[src/rtl/mem_bus_bridge.sv]
// Load/store bridge from the CPU memory stage to data RAM and the MMIO window.
// Decodes the target, builds byte enables and replicated write data, and extends read data.
module mem_bus_bridge #(
    parameter logic [31:0] IO_BASE = 32'hFFFF_FC00,
    parameter int unsigned RAM_LAT = 1
) (
    input  logic        clk,
    input  logic        rst,
    input  logic        req,
    input  logic        wr,
    input  logic [1:0]  size,
    input  logic        sext,
    input  logic [31:0] addr,
    input  logic [31:0] wdata,
    output logic        done,
    output logic [31:0] rdata,
    output logic        misalign,
    output logic        busy,
    output logic        ram_en,
    output logic        ram_we,
    output logic [3:0]  ram_be,
    output logic [31:0] ram_addr,
    output logic [31:0] ram_wdata,
    input  logic [31:0] ram_rdata,
    output logic        io_we,
    output logic [3:0]  io_be,
    output logic [31:0] io_addr,
    output logic [31:0] io_wdata,
    input  logic [31:0] io_rdata
);

    typedef enum logic [1:0] {S_IDLE, S_ACCESS, S_WAIT, S_RESP} state_t;

    localparam int unsigned CW = (RAM_LAT > 1) ? $clog2(RAM_LAT) : 1;
    localparam logic [CW-1:0] WAIT_LAST = CW'(RAM_LAT - 1);

    state_t        state_q, state_d;
    logic [CW-1:0] wait_cnt_q;
    logic          wr_q, sext_q, mis_q;
    logic [1:0]    size_q;
    logic [31:0]   addr_q, wdata_q, rdata_q;

    logic          req_mis;
    logic          is_io;
    logic [3:0]    be;
    logic [31:0]   wdata_rep;

    // Fault decision uses the live request so a misaligned access skips ACCESS entirely.
    assign req_mis = ((size == 2'b01) && addr[0]) || (size[1] && (addr[1:0] != 2'b00));
    assign is_io   = (addr_q[31:10] == IO_BASE[31:10]);

    always_comb begin
        case (size_q)
            2'b00:   be = 4'b0001 << addr_q[1:0];
            2'b01:   be = addr_q[1] ? 4'b1100 : 4'b0011;
            default: be = 4'b1111;
        endcase
        case (size_q)
            2'b00:   wdata_rep = {4{wdata_q[7:0]}};
            2'b01:   wdata_rep = {2{wdata_q[15:0]}};
            default: wdata_rep = wdata_q;
        endcase
    end

    // RAM data sits in its byte lane; MMIO registers are right-justified.
    function automatic logic [31:0] load_extend(input logic [31:0] word,
                                                input logic        lane_shift,
                                                input logic [1:0]  sz,
                                                input logic        sx,
                                                input logic [1:0]  a);
        logic [7:0]  b;
        logic [15:0] h;
        b = lane_shift ? word[{a, 3'b000} +: 8] : word[7:0];
        h = lane_shift ? word[{a[1], 4'b0000} +: 16] : word[15:0];
        case (sz)
            2'b00:   load_extend = {{24{sx & b[7]}}, b};
            2'b01:   load_extend = {{16{sx & h[15]}}, h};
            default: load_extend = word;
        endcase
    endfunction

    always_ff @(posedge clk or posedge rst) begin
        if (rst) begin
            state_q <= S_IDLE;
        end else begin
            state_q <= state_d;
        end
    end

    always_comb begin
        state_d   = state_q;
        done      = 1'b0;
        rdata     = '0;
        misalign  = 1'b0;
        busy      = (state_q != S_IDLE);
        ram_en    = 1'b0;
        ram_we    = 1'b0;
        ram_be    = '0;
        ram_addr  = '0;
        ram_wdata = '0;
        io_we     = 1'b0;
        io_be     = '0;
        io_addr   = '0;
        io_wdata  = '0;
        case (state_q)
            S_IDLE: begin
                if (req) begin
                    state_d = req_mis ? S_RESP : S_ACCESS;
                end
            end
            S_ACCESS: begin
                if (is_io) begin
                    io_addr  = addr_q;
                    io_we    = wr_q;
                    io_be    = be;
                    io_wdata = wdata_rep;
                end else begin
                    ram_en    = 1'b1;
                    ram_we    = wr_q;
                    ram_be    = be;
                    ram_addr  = addr_q;
                    ram_wdata = wdata_rep;
                end
                state_d = (!wr_q && !is_io) ? S_WAIT : S_RESP;
            end
            S_WAIT: begin
                if (wait_cnt_q == WAIT_LAST) begin
                    state_d = S_RESP;
                end
            end
            S_RESP: begin
                done     = 1'b1;
                rdata    = rdata_q;
                misalign = mis_q;
                state_d  = S_IDLE;
            end
            default: state_d = S_IDLE;
        endcase
    end

    always_ff @(posedge clk or posedge rst) begin
        if (rst) begin
            wr_q       <= 1'b0;
            sext_q     <= 1'b0;
            mis_q      <= 1'b0;
            size_q     <= '0;
            addr_q     <= '0;
            wdata_q    <= '0;
            rdata_q    <= '0;
            wait_cnt_q <= '0;
        end else begin
            case (state_q)
                S_IDLE: begin
                    if (req) begin
                        wr_q       <= wr;
                        sext_q     <= sext;
                        mis_q      <= req_mis;
                        size_q     <= size;
                        addr_q     <= addr;
                        wdata_q    <= wdata;
                        rdata_q    <= '0;
                        wait_cnt_q <= '0;
                    end
                end
                S_ACCESS: begin
                    if (!wr_q && is_io) begin
                        rdata_q <= load_extend(io_rdata, 1'b0, size_q, sext_q, addr_q[1:0]);
                    end
                end
                S_WAIT: begin
                    if (wait_cnt_q == WAIT_LAST) begin
                        rdata_q <= load_extend(ram_rdata, 1'b1, size_q, sext_q, addr_q[1:0]);
                    end else begin
                        wait_cnt_q <= wait_cnt_q + 1'b1;
                    end
                end
                default: ;
            endcase
        end
    end

endmodule
[config.mk]
export PLATFORM = sky130hd
export DESIGN_NAME = mem_bus_bridge
export DESIGN_NICKNAME = d
export VERILOG_FILES = /design/src/rtl/mem_bus_bridge.sv
export SDC_FILE = /design/constraint.sdc
export NUM_CORES = 1
export LEC_CHECK = 0
export CAP_MARGIN = 5
export CORE_AREA = 2 2 149 151
export CTS_BUF_LIST = sky130_fd_sc_hd__clkbuf_16
export DETAILED_ROUTE_END_ITERATION = 6
export DIE_AREA = 0 0 151 153
export SYNTH_ARGS = -nofsm -noshare
export SYNTH_HDL_FRONTEND = slang
export SYNTH_SLANG_ARGS = --single-unit
[constraint.sdc]
create_clock -name clk -period 7.4 [get_ports clk]
set_clock_uncertainty 0.15 [all_clocks]
set_input_delay 1.85 -clock clk [delete_from_list [all_inputs] [get_ports clk]]
set_output_delay 1.85 -clock clk [all_outputs]
set_load 0.02 [all_outputs]
# After elaboration in Yosys (flattened, before gate mapping)
# Index checks and enable logic that the tools add are counted.
# totals
input_bits,135
register_bits,104
word_cells,81
# op_classes
n_eq_ne,9
reduce_logical,17
shift,3
bitwise,4
add_sub_neg,1
n_mux,38
# op_table
op,n
$mux 32,12
$pmux 32 s2,3
$pmux 32 s3,1
$shiftx 32x6->16,1
$shiftx 32x6->8,1
$eq 22x22->1 const B,1
$mux 4,5
$mux 1,11
$pmux 2 s4,1
$pmux 4 s2,1
$eq 2x1->1 const B,3
$mux 2,3
$ne 2x2->1 const B,3
$reduce_and 2->1,3
$reduce_bool 2->1,3
$and 1x1->1,4
$eq 2x2->1 const B,2
$logic_and 1x1->1,4
$logic_not 2->1,2
$reduce_and 4->1,1
$shl 1x2->4 const A,1
$reduce_bool 3->1,1
$logic_not 1->1,2
$pmux 1 s2,1
2 further kinds,2

# Longest topological paths before layout
# logic_depth
depth_word,6
depth_mapped,9

# Least setup slack after synthesis
# Ideal clock, no wire load.
# synth_timing
path_kind,register to output
from,reg size_q[1]
to,out io_wdata[24]
n_path_buf,4
slack_ns,3.632
arrival_time_ns,1.768
path_stages_with_launch,7
path_cell_list,dfrtp_1 > buf_2 > buf_2 > buf_1 > clkbuf_1 > a21oi_1 > nor2_1
# synth_via
elab_chain_len,4
# synth_lines
element,line,text
"start, declared",40,logic [1:0] size_q;
"start signal, assigned",158,size_q <= size;
$eq 2x1->1 / $logic_not 2->1 (equally long branches),58,case (size_q)
$pmux 32 s2 (*),58,
$mux 32 (*),112,if (is_io) begin
$mux 32 (*),105,case (state_q)
"end, declared",28,"output logic [31:0] io_wdata,"
# Every way passes the cells marked *; elsewhere a longest branch is shown, timed or not.

# Final worst setup path
# layout_timing
from,reg state_q[1]
to,out io_addr[9]
# layout_via
elab_chain_len,2
# layout_lines
element,line,text
"start, declared",37,"state_t state_q, state_d;"
"start signal, assigned",86,state_q <= state_d;
$eq 2x1->1,105,
$mux 32,105,
"end, declared",27,"output logic [31:0] io_addr,"
# No other way between the ends.

==> summary.txt <==
status: complete, no violations
top cell types by occurrence after synthesis: dfrtp_1 (103), and2_1 (94), nor2_1 (82)
clk_lat worst skew: 0.35 ns
Avg WL per Cell: 19.53 µm
cell family with most CP delay: buffers and inverters
Slew Viols, Final: 0
via/cell ratio: 4.971
period utilization: 78.99%
Post-synth EDFFs: 0
critical-path cell list: inv_1 > ha_1 > nand2_2 > inv_1 > and2_1 > clkdlybuf4s50_1
critical path type: reg -> out
DRT Wirelength: 23.24 mm
most used cell, CP: inv_1
area grow syn2layout: 57.74%
Setup violations, final: 0
fmax: 0.1711 GHz
fill count: 2,058
Synth Area per Inst: 9.741 µm²
# port buffers: 308
RePlAce Congestion: 0.7714
Worst path max stage delay: 0.81 ns
Reg clk slew, reported paths: 0.07 ns
root buf cell: clkbuf_16
CP arrival: 3.85 ns
Total GRT Usage: 19.90%
die area: 23,100 µm²
# nets final: 1,045
MaxCap Viol Count: 0
Post-synth ARST share: 100.0%
RSZ-0062 raised after global routing: false
Crit path required time: 5.40 ns
PwrDens: 381.1 nW/µm²
synth warn: 0
prevailing post-synth register cell: dfrtp_1
CP Launch Type: flip-flop
CTS Buf Count: 9
non-filler cells, final: 1,190
Worst Tran Pin Value: 1.197 ns
CP Max Fanout: 50
dpl hpwl: 16.76 mm
largest net degree at the start of global routing: 71
clk buf depth: 2
post-synth net total: 774
postcts setup bufs: 0
antenna cells: 0
# hold bufs at CTS: 0
Synth top area share: 41.73%
Rows: 54
post-route ant nets: 0
CP endpoint kind: output pin
drc violations: 0
Synth area leader: dfrtp_1
crit path time final: 5.846 ns
Buffers & Inverters on Critical Path: 3
synthesized area: 6176 µm²
CTS Sinks: 103
initial antenna violation count: 0
type of the most critical hold path: reg -> reg
1st-iter DRT viols: 254
cell count after synthesis: 634
core area: 21,490 µm²
vias in the first global route: 6,125
# H-tree levels: 3
GRT Residual Overflow: 0
Synth area leaders: dfrtp_1 (42%), mux2_2 (13%), and2_1 (9.5%)
hold_ws: 0.3315 ns
Max rail drop VDD: 0.1821 mV
Setup TNS: 0 ns
share of layout cells above drive strength 1: 11.21%
Yosys reg bits: 103
effective utilization at floorplan: 28.74%
vias after detailed routing: 5,915
die width: 151 µm
Synth cell types: 44
Pre-antenna DRT Iters: 4
Die H: 153 µm
count leader, synth: dfrtp_1
Hold Vio Cnt, Final: 0
sequential area share after synthesis: 41.73%
CTS tree: done
P_leak: 4.105 nW
Crit-path slowest cell: inv_1
IO Count: 309
number of instances in the placed design: 1,174
first-pass GRT wire length: 35.46 mm
Slew HR: 19.12%
Resize count post-CTS: 0
==> power by group <==
group / internal, mW / switching [mW]
logic: 0.989 / 1.12
clock network: 0.268 / 0.239
registers: 0.835 / 0.260
total: 2.09 / 1.62
==> sequential cells by signal, indices dropped and copies added, names as in the netlist <==
| signal | flops |
|---|---|
| addr_q | 32 |
| rdata_q | 32 |
| wdata_q | 32 |
| size_q | 2 |
| state_q | 2 |
| mis_q | 1 |
| sext_q | 1 |
| wr_q | 1 |
==> per-layer routing <==
metal	GRT usage, %	share of wire, %	vias up
met1	26.73	45	2882
met3	4.478	7.5	25
li1	-	-	2761
met5	0	0	-
met2	32.16	46	247
met4	5.518	1.7	0
==> area by class of cell <==
cell class / count / area [µm²] / area share, %
multi-input cells: 446 / 3258 / 33.44
clock inverters: 7 / 82.58 / 0.8477
flip-flops and latches: 103 / 2579 / 26.47
clock buffers: 9 / 225.2 / 2.312
well taps: 280 / 350.3 / 3.596
repair buffers: 314 / 3128 / 32.11
inverters: 31 / 118.9 / 1.220
==> cells by family after synthesis <==
kind of cell / share of synthesized area, %
compound gates: 14.49
simple gates: 18.60
mux: 18.50
buf+inv: 5.673
fa+ha+maj: 1.013
flops: 41.73
==> per-stage QoR <==
step / power [mW] / setup slack [ns] / area [µm²] / util, %
final: 3.713 / 1.555 / 9742 / 45.34
after global routing: 3.990 / 1.112 / 9742 / 45.34
after CTS: 3.763 / 1.349 / 9742 / 45.34
after detailed placement: 3.238 / 1.736 / 9434 / 43.91
after global placement: 3.227 / 1.813 / 9434 / 43.91
after floorplan: 2.421 / 2.696 / 6176 / -
==> cells in the final DEF, fill, tap and decap left out, types with 3 or more instances in the layout <==
cell,count
a22oi_1,40
a21oi_1,18
clkbuf_16,9
dfrtp_1,102
o21ai_0,3
nand2_1,6
o2bb2ai_1,7
clkinv_4,3
a22o_1,16
o22ai_1,8
a221oi_1,7
a221o_1,7
clkdlybuf4s50_1,308
nand3_1,17
nor2_1,82
ha_1,5
inv_1,30
nor2b_1,3
nand4_1,5
mux2_2,71
mux2i_1,32
buf_4,6
and2_1,94
==> worst paths after layout <==
check,endpoint,cells after the start,slack (ns),start
max,io_addr[9],6,1.55,state_q[1]
min in group asynchronous,rdata_q[21],2,1.92,rst
min reg2reg,rdata_q[1],1,0.33,rdata_q[1]
max in group asynchronous,size_q[1],3,4.11,rst
min,rdata_q[1],1,0.33,rdata_q[1]
max reg2reg,rdata_q[11],4,4.08,state_q[1]
==> worst register-to-register path, stage by stage (launching register included) <==
cell	delay, ns
dfrtp_1	0.41
ha_1	0.92
or3_1	0.81
and2_1	0.71
a22o_1	0.27
Note: power is estimated with default switching activity, not from simulation.
